[config.mk]
export PLATFORM = sky130hd
export DESIGN_NAME = tcdm_initiator_adapter
export DESIGN_NICKNAME = d
export VERILOG_FILES = /design/src/rtl/tcdm_initiator_adapter.sv
export SDC_FILE = /design/constraint.sdc
export NUM_CORES = 1
export LEC_CHECK = 0
export CORE_ASPECT_RATIO = 1.75
export CORE_MARGIN = 5
export CORE_UTILIZATION = 43
export CTS_BUF_LIST = sky130_fd_sc_hd__clkbuf_4 sky130_fd_sc_hd__clkbuf_8
export DETAILED_ROUTE_END_ITERATION = 16
export GPL_ROUTABILITY_DRIVEN = 0
export PLACE_DENSITY = 0.82
export SLEW_MARGIN = 10
export SYNTH_ARGS = -nofsm -noshare
export SYNTH_HDL_FRONTEND = slang
export SYNTH_SLANG_ARGS = --single-unit
[constraint.sdc]
create_clock -name clk_i -period 2.95 [get_ports clk_i]
set_input_delay 0.59 -clock clk_i [delete_from_list [all_inputs] [get_ports clk_i]]
set_output_delay 0.59 -clock clk_i [all_outputs]
set_load 0.02 [all_outputs]
[src/rtl/tcdm_initiator_adapter.sv]
// rtl/tcdm_initiator_adapter.sv - TCDM crossbar initiator adapter (valid/ready to req/gnt, credit-protected response FIFO)
// Optional: define TCDM_INIT_RESP_BYPASS_EN for a zero-latency response path when the FIFO is empty.
module tcdm_initiator_adapter #(
    parameter int unsigned AddrWidth = 32,
    parameter int unsigned DataWidth = 32,
    parameter int unsigned BeWidth   = DataWidth / 8,
    parameter int unsigned MetaWidth = 4,
    parameter int unsigned RespDepth = 2
) (
    input  logic                 clk_i,
    input  logic                 rst_i,
    input  logic                 req_valid_i,
    output logic                 req_ready_o,
    input  logic [AddrWidth-1:0] req_addr_i,
    input  logic                 req_wen_i,
    input  logic [DataWidth-1:0] req_wdata_i,
    input  logic [BeWidth-1:0]   req_be_i,
    input  logic [MetaWidth-1:0] req_meta_i,
    output logic                 resp_valid_o,
    input  logic                 resp_ready_i,
    output logic [DataWidth-1:0] resp_rdata_o,
    output logic [MetaWidth-1:0] resp_meta_o,
    output logic                 req_o,
    output logic [AddrWidth-1:0] add_o,
    output logic                 wen_o,
    output logic [DataWidth-1:0] wdata_o,
    output logic [BeWidth-1:0]   be_o,
    input  logic                 gnt_i,
    input  logic                 rvld_i,
    input  logic [DataWidth-1:0] rdata_i,
    output logic                 err_o
);

    localparam int unsigned PtrW = (RespDepth > 1) ? $clog2(RespDepth) : 1;
    localparam int unsigned CntW = $clog2(RespDepth + 1);
    localparam logic [CntW-1:0] DepthC  = CntW'(RespDepth);
    localparam logic [PtrW-1:0] LastPtr = PtrW'(RespDepth - 1);

    // Request hold slot: what the crossbar currently sees
    logic                 slot_valid;
    logic [AddrWidth-1:0] slot_addr;
    logic                 slot_wen;
    logic [DataWidth-1:0] slot_wdata;
    logic [BeWidth-1:0]   slot_be;
    logic [MetaWidth-1:0] slot_meta;

    // Request granted last cycle; its response is due now
    logic                 inflight;
    logic [MetaWidth-1:0] inflight_meta;

    // Response FIFO storage and pointers
    logic [DataWidth-1:0] fifo_data [RespDepth];
    logic [MetaWidth-1:0] fifo_meta [RespDepth];
    logic [PtrW-1:0]      wr_ptr;
    logic [PtrW-1:0]      rd_ptr;
    logic [CntW-1:0]      fifo_cnt;

    // Credits: requests accepted whose response has not yet been popped
    logic [CntW-1:0]      used;
    logic                 err;

    logic grant;
    logic accept;
    logic fifo_empty;
    logic rsp_in;
    logic bypass;
    logic push;
    logic fifo_pop;
    logic resp_pop;

    assign grant       = slot_valid & gnt_i;
    assign req_ready_o = !rst_i && (used < DepthC) && (!slot_valid || gnt_i);
    assign accept      = req_valid_i & req_ready_o;
    assign fifo_empty  = (fifo_cnt == '0);
    assign rsp_in      = rvld_i & inflight;

`ifdef TCDM_INIT_RESP_BYPASS_EN
    assign bypass = rsp_in & fifo_empty & resp_ready_i;
`else
    assign bypass = 1'b0;
`endif

    assign push     = rsp_in & !bypass;
    assign fifo_pop = !fifo_empty & resp_ready_i;
    assign resp_pop = fifo_pop | bypass;

    assign resp_valid_o = !fifo_empty | bypass;
    assign resp_rdata_o = bypass ? rdata_i : fifo_data[rd_ptr];
    assign resp_meta_o  = bypass ? inflight_meta : fifo_meta[rd_ptr];

    assign req_o   = slot_valid;
    assign add_o   = slot_addr;
    assign wen_o   = slot_wen;
    assign wdata_o = slot_wdata;
    assign be_o    = slot_be;
    assign err_o   = err;

    // Slot loads on accept (possibly in the same cycle its occupant is granted) and empties on grant
    always_ff @(posedge clk_i) begin
        if (rst_i) begin
            slot_valid <= 1'b0;
            slot_addr  <= '0;
            slot_wen   <= 1'b0;
            slot_wdata <= '0;
            slot_be    <= '0;
            slot_meta  <= '0;
        end else if (accept) begin
            slot_valid <= 1'b1;
            slot_addr  <= req_addr_i;
            slot_wen   <= req_wen_i;
            slot_wdata <= req_wdata_i;
            slot_be    <= req_be_i;
            slot_meta  <= req_meta_i;
        end else if (grant) begin
            slot_valid <= 1'b0;
        end
    end

    // In-flight tracker: a grant always expects rvld exactly one cycle later
    always_ff @(posedge clk_i) begin
        if (rst_i) begin
            inflight      <= 1'b0;
            inflight_meta <= '0;
        end else begin
            inflight <= grant;
            if (grant) begin
                inflight_meta <= slot_meta;
            end
        end
    end

    // Sticky error on unexpected or missing response; a missed response leaks its credit
    always_ff @(posedge clk_i) begin
        if (rst_i) begin
            err <= 1'b0;
        end else if ((rvld_i && !inflight) || (inflight && !rvld_i)) begin
            err <= 1'b1;
        end
    end

    // Credit counter: up on accept, down on response pop
    always_ff @(posedge clk_i) begin
        if (rst_i) begin
            used <= '0;
        end else begin
            case ({accept, resp_pop})
                2'b10:   used <= used + CntW'(1);
                2'b01:   used <= used - CntW'(1);
                default: used <= used;
            endcase
        end
    end

    // Response FIFO; credits guarantee a push never finds it full unless a pop happens too
    always_ff @(posedge clk_i) begin
        if (rst_i) begin
            wr_ptr   <= '0;
            rd_ptr   <= '0;
            fifo_cnt <= '0;
            for (int i = 0; i < int'(RespDepth); i++) begin
                fifo_data[i] <= '0;
                fifo_meta[i] <= '0;
            end
        end else begin
            if (push) begin
                fifo_data[wr_ptr] <= rdata_i;
                fifo_meta[wr_ptr] <= inflight_meta;
                wr_ptr <= (wr_ptr == LastPtr) ? '0 : wr_ptr + PtrW'(1);
            end
            if (fifo_pop) begin
                rd_ptr <= (rd_ptr == LastPtr) ? '0 : rd_ptr + PtrW'(1);
            end
            case ({push, fifo_pop})
                2'b10:   fifo_cnt <= fifo_cnt + CntW'(1);
                2'b01:   fifo_cnt <= fifo_cnt - CntW'(1);
                default: fifo_cnt <= fifo_cnt;
            endcase
        end
    end

endmodule

-- After elaboration in Yosys (flattened, before gate mapping)
Memory sizes are Yosys's and may differ from the RTL's. A register that Yosys moved wholly into a read port is not among the register bits.
Index checks and enable logic that the tools add are counted.
- bits in registers: 86
- memory bits (writable): 72
- input port bits: 111
- output and inout bits: 109
- word-level logic and storage cells: 68
- memories: 2
- memories (name ; depth ; bits a word ; read ports ; clocked after memory_dff ; wr ports ; line ; RTL):
    fifo_data ; 2 ; 32 ; 1 ; 1 ; 2 ; 52 ; logic [DataWidth-1:0] fifo_data [RespDepth];
    fifo_meta ; 2 ; 4 ; 1 ; 1 ; 2 ; 53 ; logic [MetaWidth-1:0] fifo_meta [RespDepth];
- add/sub/neg operators: 6
- $lt $le $gt $ge: 1
- equal/unequal tests: 4
- mux-type cells: 21
- bitwise operators: 4
- reduce and logical (&&, ||, !) cells: 17
- operators with widths (cell ; number):
    $mux 32 ; 1
    $reduce_or 32->1 ; 1
    $mux 1 ; 17
    $pmux 2 s2 ; 2
    $reduce_bool 2->1 ; 3
    $logic_not 1->1 ; 5
    $add 2x1->2 const B ; 2
    $and 1x1->1 ; 4
    $eq 2x1->1 const B ; 2
    $eq 2x2->1 const B ; 2
    $logic_and 1x1->1 ; 4
    $mux 4 ; 1
    $reduce_or 4->1 ; 1
    $sub 2x1->2 const B ; 2
    $add 1x1->1 const B ; 2
    $logic_not 2->1 ; 1
    $logic_or 1x1->1 ; 2
    $lt 2x2->1 const B ; 1

-- Logic depth before layout (Yosys ltp)
Gate-level depths: netlist of the first run.
- depth after elaboration: 6
- depth in mapped cells: 10
- depth with buffers taken out: 7

-- Worst setup path after synthesis of the first run
No wires, ideal clock.
- path type: input-to-reg
- start: in rvld_i
- end: mem fifo_data[0][0], enable pin
- library setup time: 0.437 ns
- arrival time: 2.540 ns
- required time: 2.513 ns
- path slack: -0.027 ns
- stages: 3
- buffers on the path: 0
- path through: ha_1 inv_1 o21bai_1
- RTL lines (what ; line ; RTL):
    start: declaration ; 29 ; input logic rvld_i,
    end: declaration ; 52 ;

-- Worst setup path in the final report of the first run
- start: in gnt_i
- end: out req_ready_o
- cells in the longest elaborated chain, start to end: 2
- RTL lines (what ; line ; RTL):
    start: declaration ; 28 ; input logic gnt_i,
    $logic_or 1x1->1 ; 72 ; assign req_ready_o = !rst_i && (used < DepthC) && (!slot_valid || gnt_i);
    $logic_and 1x1->1 ; 72 ;
    end: declaration ; 13 ; output logic req_ready_o,
No other way between the ends.

==> reports/qor.csv, run 1 <==
stage,metric,value,unit
logic_synthesis,ys_seq_area_share,58.7,%
pwr,p_sw_share,28.1,%
global_routing,grt_overflow_total,0,
timing,relSlewSlack,40.5,%
route,drc,0,
pwr,seqPwrFrac,50.7,%
timing,period_minus_slack,2750,ps
worst_setup_path,crit_buf_inv,2,
timing,setup_tns,0,ps
clocking,clk_latency,440,ps
global_routing,grt_first_pass_wirelength,27200,um
global_routing,grt_util_met1,19.7,%
clocking,clkTransAtPathRegs,90,ps
global_routing,grt_max_degree,147,
die,dieArea,18200,um^2
worst_setup_path,path_cells,"clkdlybuf4s50_1, nor2b_4, nor3_1, clkdlybuf4s50_1",
route,ant_nets,0,
clocking,cts_buffers,17,
cells_and_area,final_net_count,899,
clocking,clockBufferDepth,2,
pwr,ir_worst_vdd,0.000291,V
worst_setup_path,startpoint_type,input port,
pwr,clkPwrFrac,32.6,%
logic_synthesis,synth_area,6650,um^2
logic_synthesis,synth_largest_area_cell,edfxtp_1,
clocking,hold_buffers,0,
timing,fmax,0.364,GHz
logic_synthesis,ys_types,28,
worst_setup_path,slowest_stage,clkdlybuf4s50_1,
place,dp_hpwl,12000,um
die,die_x,104,um
timing,finalClockSkew,18.3,ps
cells_and_area,finalNonFillerCells,984,
worst_setup_path,crit_family,buffers and inverters,
die,io_pins,220,
worst_hold_path,hp-class,in2reg,
route,totalWireLength,17000,um
pwr,powerDensity,515,nW/um^2
route,dr.pass1.iters,5,
timing,hold_violations,0,
worst_setup_path,crit_top_cell,clkdlybuf4s50_1,
clocking,cts-root-buf,clkbuf_8,
place,portBuffers,219,
place,placed_cells,952,
logic_synthesis,synthTopCellsByArea,"edfxtp_1, dfxtp_1, or3b_2",
pwr,power.internal,3480,uW
pwr,power_switching,1360,uW
route,via_per_inst,5.20,
cells_and_area,n_antenna_cell,0,
cells_and_area,areaGrowthSynthToFinish,41.5,%
logic_synthesis,synth_edf_count,72,
pwr,p_leak,0.00338,uW
logic_synthesis,yosysWarnings,0,
logic_synthesis,synth_ff_type,dfxtp_1,
logic_synthesis,synth_nets,701,
worst_setup_path,cp_slowest_stage_delay,680,ps
logic_synthesis,ys_ff_latch,159,
route,drt-wirelength-per-cell,17.3,um
logic_synthesis,avgSynthCellArea,11.3,um^2
clocking,numClockSinks,159,
die,core-area,15300,um^2
worst_setup_path,worstPathRequired,2360,ps
worst_setup_path,cp.arrival,2160,ps
status,outcome,"finished, final reports clean",
logic_synthesis,ys_top_cells_by_count,"dfxtp_1, a21oi_1, o21ai_0, and2_1, edfxtp_1",
worst_setup_path,worstPathMaxFanout,2,
worst_setup_path,crit_type,in2out,
job,max_cap_viol_count,0,
logic_synthesis,synth.most_common_cell,dfxtp_1,
global_routing,grtUsageTotal,18.4,%
logic_synthesis,syn_inst,587,
global_routing,top_usage_layer,met2,
pwr,p_comb_share,16.6,%
clocking,cts_tree,yes,
cells_and_area,layout-drive-gt1-share,17.7,%
die,die_h,175,um
timing,finalMaxSlewViolations,0,
die,floorplan.initialDensity,43.4,%
global_routing,grt_pass1_vias,5379,
route,vias,5119,
logic_synthesis,async_reset_ff_share,0,%
global_routing,gr-usage-met2,33.3,%
timing,worst_slew_pin_slew,893,ps
global_routing,antenna_found_initial,0,
timing,final-setup-viol-count,0,
worst_setup_path,cp-end-kind,output pin,
timing,rsz0062_at_grt,no,
clocking,cts_setup_buffers,0,
timing,min_period_over_period,93.2,%
die,row_count,60,
clocking,ctsResizeCount,0,
route,dr.first_iter.drc_count,139,
logic_synthesis,yosys.area.top_type_share,32.5,%
cells_and_area,nFillCells,1252,
clocking,cts_htree_levels,4,
global_routing,grt_use_met3,7.28,%
-- final cells by class --
class,instances,area [um^2],area share [%]
clock buffers,17,234,2.49
clock inverters,15,165,1.75
flip-flops and latches,159,3900,41.5
repair buffers,231,2330,24.7
well taps,186,233,2.47
multi-input cells,375,2550,27.1
inverters,1,3.75,0.0399
-- registers in the layout, indices dropped and copies added (netlist names), named ones only --
register / cells
rd_ptr: 1
inflight_meta: 4
err_o: 1
wen_o: 1
fifo_meta: 8
be_o: 4
used: 2
slot_meta: 4
fifo_data: 64
wdata_o: 32
fifo_cnt: 2
inflight: 1
add_o: 32
req_o: 1
wr_ptr: 1
-- metrics by stage --
stage	total power, uW	worst slack, ps	area (um^2)	hold slack (ps)	utilization (%)
final	4850	200	9410	446	61.5
after global routing	5060	131	9410	449	61.5
after CTS	4920	178	9410	409	61.5
after detailed placement	3320	182	9010	457	58.9
after global placement	3290	223	9010	455	58.9
after floorplan	2900	383	6660	440	-
-- power groups by stage --
| stage | combinational [uW] | clock (uW) | sequential (uW) |
|---|---|---|---|
| 5_1_grt | 864 | 1730 | 2470 |
| 4_1_cts | 816 | 1640 | 2460 |
| 3_5_place_dp | 811 | 0 | 2510 |
| 6_report | 807 | 1580 | 2460 |
| 3_3_place_gp | 791 | 0 | 2500 |
| 2_1_floorplan | 320 | 0 | 2580 |
-- layout by cell type, fill, tap and decap left out, drive strengths merged --
master	n
a21oi	80
and2	72
buf	13
clkbuf	17
clkdlybuf4s50	218
clkinv	6
clkinvlp	1
dfxtp	87
edfxtp	72
ha	3
inv	9
mux2	36
nand2	6
nand2b	2
nand3	4
nor2	8
nor2b	1
nor3	2
nor3b	1
o21a	1
o21ai	75
o21bai	1
or2	2
or3	2
or3b	73
xnor2	4
xor2	2
-- cells by family after synthesis --
family	synth area share, %
flops	58.7
mux	6.09
buf+inv	3.61
compound gates	11.9
simple gates	18.4
fa+ha+maj	0.564
xor+xnor	0.790
-- per-layer routing --
layer	up-vias	routed length, um	share of wire, %
met5	-	0	0
met4	0	163	0.96
met3	10	1550	9.1
met2	193	9030	53
met1	2434	6240	37
li1	2482	-	-
-- path summary, 6_finish.rpt --
check	from	cells past startpoint	end	slack (ps)
max	gnt_i	4	req_ready_o	200
min	rst_i	2	flop	450
max reg2reg	inflight$_SDFF_PP0_	4	fifo_data[1][28]$_SDFFCE_PN0P_	980
min reg2reg	slot_meta[1]$_SDFFE_PP0P_	2	inflight_meta[1]$_SDFFE_PP0P_	470
Note: power is estimated with default switching activity, not from simulation.
==> inputs of run 2 (changes only) <==
TNS_END_PERCENT = 5   (was default)
==> results of run 2 <==
The final DEF is identical to that of run 1; final timing and power are the same.
